**src/rtl/piso_serializer.sv**
```systemverilog
`timescale 1ns / 1ps
// ---------------------------------------------------------------------------
// piso_serializer
// Parallel-in/serial-out serializer. Takes one word per frame through a
// valid/ready handshake, then shifts its low len bits out one bit per enabled
// clock, MSB-first or LSB-first. A new word can be taken during the last bit
// of a frame, so frames can follow each other with no idle cycle between them.
//
// Parameters
//   DW        maximum frame width in bits (>= 2)
//   IDLE_LVL  level driven on out while no frame is active
//   LW        width of len (derived, do not override)
//
// Ports
//   clk        clock, rising edge
//   reset      asynchronous, active-low reset
//   enb        clock enable; when low all state holds and no transfer occurs
//   in_valid   producer offers a word on inp
//   in_ready   serializer accepts a word this cycle
//   inp        parallel data, frame occupies inp[len-1:0]
//   len        frame length, 0 or > DW means DW; sampled at accept
//   lsb_first  bit order, sampled at accept (1 = inp[0] first)
//   out        serial data (registered)
//   out_valid  out carries a frame bit (registered)
//   busy       frame in progress (same as out_valid)
//   done       out carries the last bit of the current frame
// ---------------------------------------------------------------------------
module piso_serializer #(
  parameter int   DW       = 10,
  parameter logic IDLE_LVL = 1'b1,
  parameter int   LW       = $clog2(DW + 1)
) (
  input  logic          clk,
  input  logic          reset,
  input  logic          enb,
  input  logic          in_valid,
  output logic          in_ready,
  input  logic [DW-1:0] inp,
  input  logic [LW-1:0] len,
  input  logic          lsb_first,
  output logic          out,
  output logic          out_valid,
  output logic          busy,
  output logic          done
);

  typedef enum logic {
    IDLE  = 1'b0,
    SHIFT = 1'b1
  } state_t;

  localparam logic [LW-1:0] DW_LEN = LW'(DW);
  localparam logic [LW-1:0] ONE    = LW'(1);

  state_t        state_reg, state_next;
  logic [LW-1:0] cnt_reg, cnt_next;        // bits remaining, including the one on out
  logic [DW-1:0] shift_reg, shift_next;    // bits still to be sent after out
  logic          lsb_reg, lsb_next;
  logic          out_reg, out_next;
  logic          out_valid_reg, out_valid_next;

  logic [LW-1:0] len_eff;
  logic [DW-1:0] frame_mask;
  logic [DW-1:0] load_word;
  logic [DW-1:0] load_rest;
  logic          load_bit;
  logic          accept;

  // Out-of-range lengths fall back to a full-width frame.
  assign len_eff = ((len == '0) || (len > DW_LEN)) ? DW_LEN : len;

  // Mask off bits above the frame so they can never reach the line.
  generate
    for (genvar gi = 0; gi < DW; gi++) begin : g_mask
      assign frame_mask[gi] = (LW'(gi) < len_eff);
    end
  endgenerate

  // MSB-first frames are left-aligned so the first bit is always at DW-1;
  // LSB-first frames stay right-aligned with the first bit at 0.
  always_comb begin
    load_word = inp & frame_mask;
    if (!lsb_first) begin
      load_word = load_word << (DW_LEN - len_eff);
    end
  end

  // The first bit goes straight to the output flop; the remainder is stored
  // already shifted by one position. Vacated positions are filled with ones.
  assign load_bit  = lsb_first ? load_word[0] : load_word[DW-1];
  assign load_rest = lsb_first ? {1'b1, load_word[DW-1:1]}
                               : {load_word[DW-2:0], 1'b1};

  assign done     = (state_reg == SHIFT) && (cnt_reg == ONE);
  assign in_ready = (state_reg == IDLE) || done;
  assign accept   = enb && in_valid && in_ready;

  assign out       = out_reg;
  assign out_valid = out_valid_reg;
  assign busy      = out_valid_reg;

  always_ff @(posedge clk or negedge reset) begin
    if (!reset) begin
      state_reg     <= IDLE;
      cnt_reg       <= '0;
      shift_reg     <= '1;
      lsb_reg       <= 1'b0;
      out_reg       <= IDLE_LVL;
      out_valid_reg <= 1'b0;
    end else begin
      state_reg     <= state_next;
      cnt_reg       <= cnt_next;
      shift_reg     <= shift_next;
      lsb_reg       <= lsb_next;
      out_reg       <= out_next;
      out_valid_reg <= out_valid_next;
    end
  end

  always_comb begin
    state_next     = state_reg;
    cnt_next       = cnt_reg;
    shift_next     = shift_reg;
    lsb_next       = lsb_reg;
    out_next       = out_reg;
    out_valid_next = out_valid_reg;

    if (enb) begin
      if (accept) begin
        // Covers both a load from IDLE and a back-to-back reload on the last bit.
        state_next     = SHIFT;
        cnt_next       = len_eff;
        shift_next     = load_rest;
        lsb_next       = lsb_first;
        out_next       = load_bit;
        out_valid_next = 1'b1;
      end else begin
        case (state_reg)
          SHIFT: begin
            if (done) begin
              state_next     = IDLE;
              cnt_next       = '0;
              out_next       = IDLE_LVL;
              out_valid_next = 1'b0;
            end else begin
              cnt_next = cnt_reg - ONE;
              if (lsb_reg) begin
                out_next   = shift_reg[0];
                shift_next = {1'b1, shift_reg[DW-1:1]};
              end else begin
                out_next   = shift_reg[DW-1];
                shift_next = {shift_reg[DW-2:0], 1'b1};
              end
            end
          end
          default: begin
            state_next = IDLE;
          end
        endcase
      end
    end
  end

endmodule

```
**config.mk**
```make
export PLATFORM = sky130hd
export DESIGN_NAME = piso_serializer
export DESIGN_NICKNAME = d
export VERILOG_FILES = /design/src/rtl/piso_serializer.sv
export SDC_FILE = /design/constraint.sdc
export NUM_CORES = 1
export LEC_CHECK = 0
export CAP_MARGIN = 20
export CELL_PAD_IN_SITES_DETAIL_PLACEMENT = 0
export CELL_PAD_IN_SITES_GLOBAL_PLACEMENT = 1
export CORE_ASPECT_RATIO = 1.75
export CORE_UTILIZATION = 40
export CTS_CLUSTER_DIAMETER = 40
export DETAILED_ROUTE_END_ITERATION = 8
export GPL_ROUTABILITY_DRIVEN = 0
export HOLD_SLACK_MARGIN = 0.06
export PLACE_DENSITY = 0.89
export SLEW_MARGIN = 20
export SYNTH_ARGS = -nofsm -noshare
export SYNTH_HDL_FRONTEND = slang
export SYNTH_SLANG_ARGS = --single-unit
export TNS_END_PERCENT = 100
```
**constraint.sdc**
```tcl
create_clock -name clk -period 2.5 [get_ports clk]
set_input_delay 0.375 -clock clk [delete_from_list [all_inputs] [get_ports clk]]
set_output_delay 0.375 -clock clk [all_outputs]
set_load 0.02 [all_outputs]
```
## After elaboration in Yosys (flattened, before gate mapping)

Cells that the tools add are included.

| storage, ports and cells | value |
|---|---|
| bits in registers | 18 |
| bits of input ports | 19 |
| output and inout bits | 5 |
| logic and storage cells | 57 |

| cells by class | value |
|---|---|
| $add $sub $neg | 2 |
| magnitude comparators | 11 |
| equality and inequality tests | 2 |
| shift operators | 1 |
| mux-type cells | 21 |
| bitwise gates (word level) | 2 |
| reductions and logical operators | 12 |

Operators with widths:

| cell | number |
|---|---|
| 10-bit 2-to-1 mux | 6 |
| 3-bit by 4-bit < comparator with 1-bit output, first input constant | 4 |
| 4-bit 2-to-1 mux | 4 |
| 1-bit 2-to-1 mux | 11 |
| 10-bit bitwise AND | 1 |
| 10-bit by 4-bit left shift with 10-bit output | 1 |
| 1-bit by 4-bit < comparator with 1-bit output, first input constant | 2 |
| 2-bit by 4-bit < comparator with 1-bit output, first input constant | 2 |
| 4-bit < comparator, first input constant | 2 |
| 3-bit AND reduction | 2 |
| 4-bit by 1-bit == test with 1-bit output, second input constant | 1 |
| 4-bit greater-than comparator, second input constant | 1 |
| 4-bit logical NOT | 1 |
| 2-bit AND reduction | 2 |
| 2-bit nonzero test | 2 |
| 4-bit by 1-bit subtractor with 4-bit output, second input constant | 1 |
| 4-bit subtractor, first input constant | 1 |
| 1-bit logical AND | 3 |
| 1-bit logical OR | 2 |
| 2-bit by 1-bit inequality test with 1-bit output, second input constant | 1 |
| 1-bit inverter | 1 |

## Longest topological paths before layout

| depth | value |
|---|---|
| depth in word-level cells | 9 |
| mapped depth | 10 |
| gate-level depth less buffers | 8 |

## Worst setup path before layout

OpenSTA, ideal clock, no wires.

| timing path | value |
|---|---|
| kind | input-to-reg |
| from | in len[0] |
| to | reg shift_reg[9] |
| setup time | 0.085 ns |
| arrival | 2.355 ns |
| required time | 2.415 ns |
| path slack | 0.060 ns |
| stages | 9 |
| path buffers | 2 |
| cell sequence | buf_2 -> buf_1 -> nand2_1 -> ha_1 -> nor3b_1 -> a221oi_1 -> nor2b_1 -> or3_1 -> o221ai_1 |

| on the way | value |
|---|---|
| longest elaborated chain between the ends | 9 |
| elaborated cells between the ends (all ways) | 20 |
| those cells by class | add/sub: 1; order compare: 11; shift: 1; mux: 4; bitwise: 1; reduce/logical: 2 |

RTL lines:

| item | line | text |
|---|---|---|
| start: declaration | 39 | `input logic [LW-1:0] len,` |
| 4-bit greater-than comparator or 4-bit logical NOT (tied branches) | 70 | `assign len_eff = ((len == '0) \|\| (len > DW_LEN)) ? DW_LEN : len;` |
| 1-bit logical OR | 70 |  |
| 4-bit 2-to-1 mux (*) | 70 |  |
| 1-bit by 4-bit < comparator with 1-bit output (tied with other cells) | 75 | `assign frame_mask[gi] = (LW'(gi) < len_eff);` |
| 10-bit bitwise AND | 82 | `load_word = inp & frame_mask;` |
| 10-bit by 4-bit left shift with 10-bit output | 84 | `load_word = load_word << (DW_LEN - len_eff);` |
| 10-bit 2-to-1 mux (*) | 83 | `if (!lsb_first) begin` |
| 10-bit 2-to-1 mux (*) | 91 | `assign load_rest = lsb_first ? {1'b1, load_word[DW-1:1]}` |
| 10-bit 2-to-1 mux (*) | 129 | `if (accept) begin` |
| end signal: assignment | 113 | `shift_reg <= shift_next;` |
| end: declaration | 57 | `logic [DW-1:0] shift_reg, shift_next;` |

Mark *: on every way between the ends. The rest lies on a longest branch, timed or not.
A chain may end at the register's enable or synchronous reset.

## Final worst setup path

| timing path | value |
|---|---|
| from | reg cnt_reg[1] |
| to | out in_ready |

| on the way | value |
|---|---|
| longest elaborated chain between the ends | 3 |

RTL lines:

| item | line | text |
|---|---|---|
| start: declaration | 56 | `logic [LW-1:0] cnt_reg, cnt_next;` |
| start signal: assignment | 112 | `cnt_reg <= cnt_next;` |
| 4-bit by 1-bit == test with 1-bit output | 94 | `assign done = (state_reg == SHIFT) && (cnt_reg == ONE);` |
| 1-bit logical AND | 94 |  |
| 1-bit logical OR | 95 | `assign in_ready = (state_reg == IDLE) \|\| done;` |
| end: declaration | 37 | `output logic in_ready,` |

No other way between the ends.

==> flow_summary.yaml <==
outcome:
  outcome: "completed"
clock_network:
  path_clk_slew_ps: 80
  hold_buffers: 0
  cts.sinks: 18
  cts-root-buf: "clkbuf_8"
  cts-buffers-inserted: 3
  clockBufferDepth: 2
  clock_latency_ps: 260
  cts_tree: "done"
  cts_setup_buffers: 0
  h-tree-depth: 1
sta:
  slew_viol_final: 0
  worst_pin_slew_ps: 856
  hold_viol: 0
  slew_headroom_pct: 42.7
  timing.final.crit_share_pct: 96.4
  grt_setup_unrepaired: "no"
  finClkSkew_ps: 2.12
  setup_slack_ps: 90.9
  setup_viol: 0
  period_minus_slack_ps: 2410
  max_freq_mhz: 415
synth:
  ys_ff_latch: 18
  synth_flop_cell: "dfstp_2"
  syn_inst: 239
  yosysSeqAreaShare_pct: 24.7
  syn_area_per_cell_sq_um: 7.85
  ys_types: 61
  async_reset_ff_share_pct: 100
  syn-num-nets: 261
  synth_area_sq_um: 1880
  synth_edf_count: 0
  yosys_warnings: 0
global_route:
  grt_pass1_wl_um: 9750
  grt_pass1_vias: 2053
  grt_use_total_pct: 26.5
  antenna_found_initial: 0
  grt_overflow: 0
  grt_max_degree: 21
routing:
  wl_per_cell_um: 17.3
  vias: 2087
  drt_iter0_markers: 52
  route.detailed.drc: 0
  drtAntennaViolNets: 0
  wl_um: 5770
  via_per_inst: 6.27
  firstDrtPassIters: 4
power:
  ir_drop_mv: 0.612
  p_per_area_nw_per_um2: 761
  p_leak_nw: 0.959
placement:
  placed_area_sq_um: 2330
  io_buffers: 23
  dp_hpwl_um: 4660
  dp_worst_setup_slack_ps: -283
finish:
  syn_to_final_growth_pct: 28.8
  antenna_cells: 0
  layout-drive-gt1-share_pct: 23.4
  largest_reg_flops: 10
  stdcell_area_sq_um: 2410
  nNetsFinal: 305
critical_path:
  cp_num_buf_inv: 2
  end_kind: "output port"
  cpMaxStageDelayCell: "clkdlybuf4s50_1"
  critPathMaxFanout: 4
  cp-start-kind: "flip-flop"
  crit_path_cell_trace: "inv_1 > ha_1 > or3b_1 > nand2_1 > clkdlybuf4s50_1"
  worstSetupPathType: "reg2out"
  cp_slowest_stage_delay_ps: 600
  cp_top_family: "buffers and inverters"
  required_ps: 2120
  arrival_ps: 2030
floorplan:
  die_h_um: 92.6
  ios: 24
  fp.dieW_um: 53.8
  core_area_sq_um: 4440
  fp-row-count: 32
  dieArea_sq_um: 4980
  initial_core_util_pct: 42.2
min_path:
  hold_path.class: "reg2reg"
flow_run:
  maxCapViolCount: 0
[final cells by class]
| type | count | area, sq um |
|---|---|---|
| timing repair buffer | 56 | 479 |
| inverter | 9 | 33.8 |
| clock buffer | 4 | 55.1 |
| tap | 51 | 63.8 |
| sequential | 18 | 464 |
| fill | 419 | 2030 |
| multi-input combinational | 195 | 1320 |
[routing by layer]
layer  track usage [%]  wire length (um)
met4              20.2               395
met1              30.1              2250
met3              1.97               150
met2              43.4              2980
met5                 0                 0
[worst min-delay path: stages, from the launching register on]
cell	delay (ps)
dfstp_2	380
nand2_1	50
nand2_1	40
[Yosys cell counts (all sizes together) (2+ instances only)]
master / number / share of area (%)
o21ai: 31 / 8.3
nand2: 17 / 3.4
nor2: 17 / 3.4
a21oi: 14 / 4.7
buf: 12 / 3.9
nor3: 12 / 3.5
dfstp: 11 / 15
inv: 8 / 1.6
nor2b: 8 / 2.7
dfrtp: 7 / 9.3
mux2i: 7 / 3.7
a211oi: 6 / 2.4
nand3: 6 / 1.6
clkbuf: 5 / 1.0
nor3b: 5 / 2.3
o211ai: 5 / 2.0
o21a: 5 / 2.0
o31ai: 5 / 2.3
a31oi: 4 / 1.7
a2111oi: 3 / 1.7
and2: 3 / 1.0
ha: 3 / 2.0
nor4: 3 / 1.0
o2111ai: 3 / 1.4
o221ai: 3 / 1.4
or3b: 3 / 1.4
a21o: 2 / 0.80
a22oi: 2 / 0.80
a311oi: 2 / 0.93
mux2: 2 / 1.2
nand2b: 2 / 0.67
nand4: 2 / 0.67
o22a: 2 / 0.93
or3: 2 / 0.67
xnor2: 2 / 0.93
[cell usage in the layout (no fill, tap or decap), types with 3 or more instances in the layout]
cell and count:
a31oi_1 3, clkbuf_8 4, clkdlybuf4s50_1 21, and2_1 3
nor2_1 16, inv_1 8, dfrtp_1 7, a21oi_1 11
a211oi_1 5, nand3_1 6, nor3_1 11, or3b_1 3
o21a_1 5, o21ai_1 8, o21ai_0 22, nand2_1 17
nor3b_1 3, nor4_1 3, ha_1 3, o221ai_1 3
o211ai_1 5, dfstp_2 11, nor2b_1 8, o2111ai_1 3
o31ai_1 4, buf_4 33, mux2i_1 7
[per-stage QoR]
step / setup TNS [ps] / util, % / instances / power (mW) / hold slack (ps)
after floorplan: 0 / - / 239 / 1.27 / 79.4
after global placement: -630 / 52.3 / 329 / 1.56 / 460
after detailed placement: -914 / 52.3 / 329 / 1.58 / 461
after CTS: 0 / 53.7 / 333 / 1.83 / 473
after global routing: 0 / 54.3 / 333 / 1.98 / 504
final: 0 / 54.3 / 333 / 1.84 / 467
[cells by family after synthesis]
group	Yosys count	share of synthesized area [%]
buffers and inverters	26	6.67
multiplexers	9	4.94
AO/OA/AOI/OAI	96	36.0
XOR/XNOR	2	0.934
AND/OR/NAND/NOR	85	24.8
adder cells (fa/ha/maj)	3	2.00
flip-flops	18	24.8
[path summary, 6_finish.rpt]
path / from / endpoint / slack [ps] / depth (start not counted)
min in group asynchronous: reset / cnt_reg[3] / 600 / 1
max in group asynchronous: reset / lsb_reg / 1380 / 1
hold / removal: shift_reg[0] / shift_reg[0] / 470 / 2
setup reg to reg: cnt_reg[1] / shift_reg[9] / 310 / 8
hold reg to reg: shift_reg[0] / shift_reg[0] / 470 / 2
setup / recovery: cnt_reg[1] / in_ready / 90 / 5
[power breakdown]
group          switching [mW]  total (mW)  internal (mW)
registers               0.163       0.656          0.493
logic                   0.470       0.931          0.461
clock network           0.110       0.250          0.140
[repair_timing]
item / CTS / global route
resized for setup: 2 / 7
pin swaps: 0 / 0
endpoints found under the setup margin: 2 / 5
Note: power is estimated with default switching activity, not from simulation.
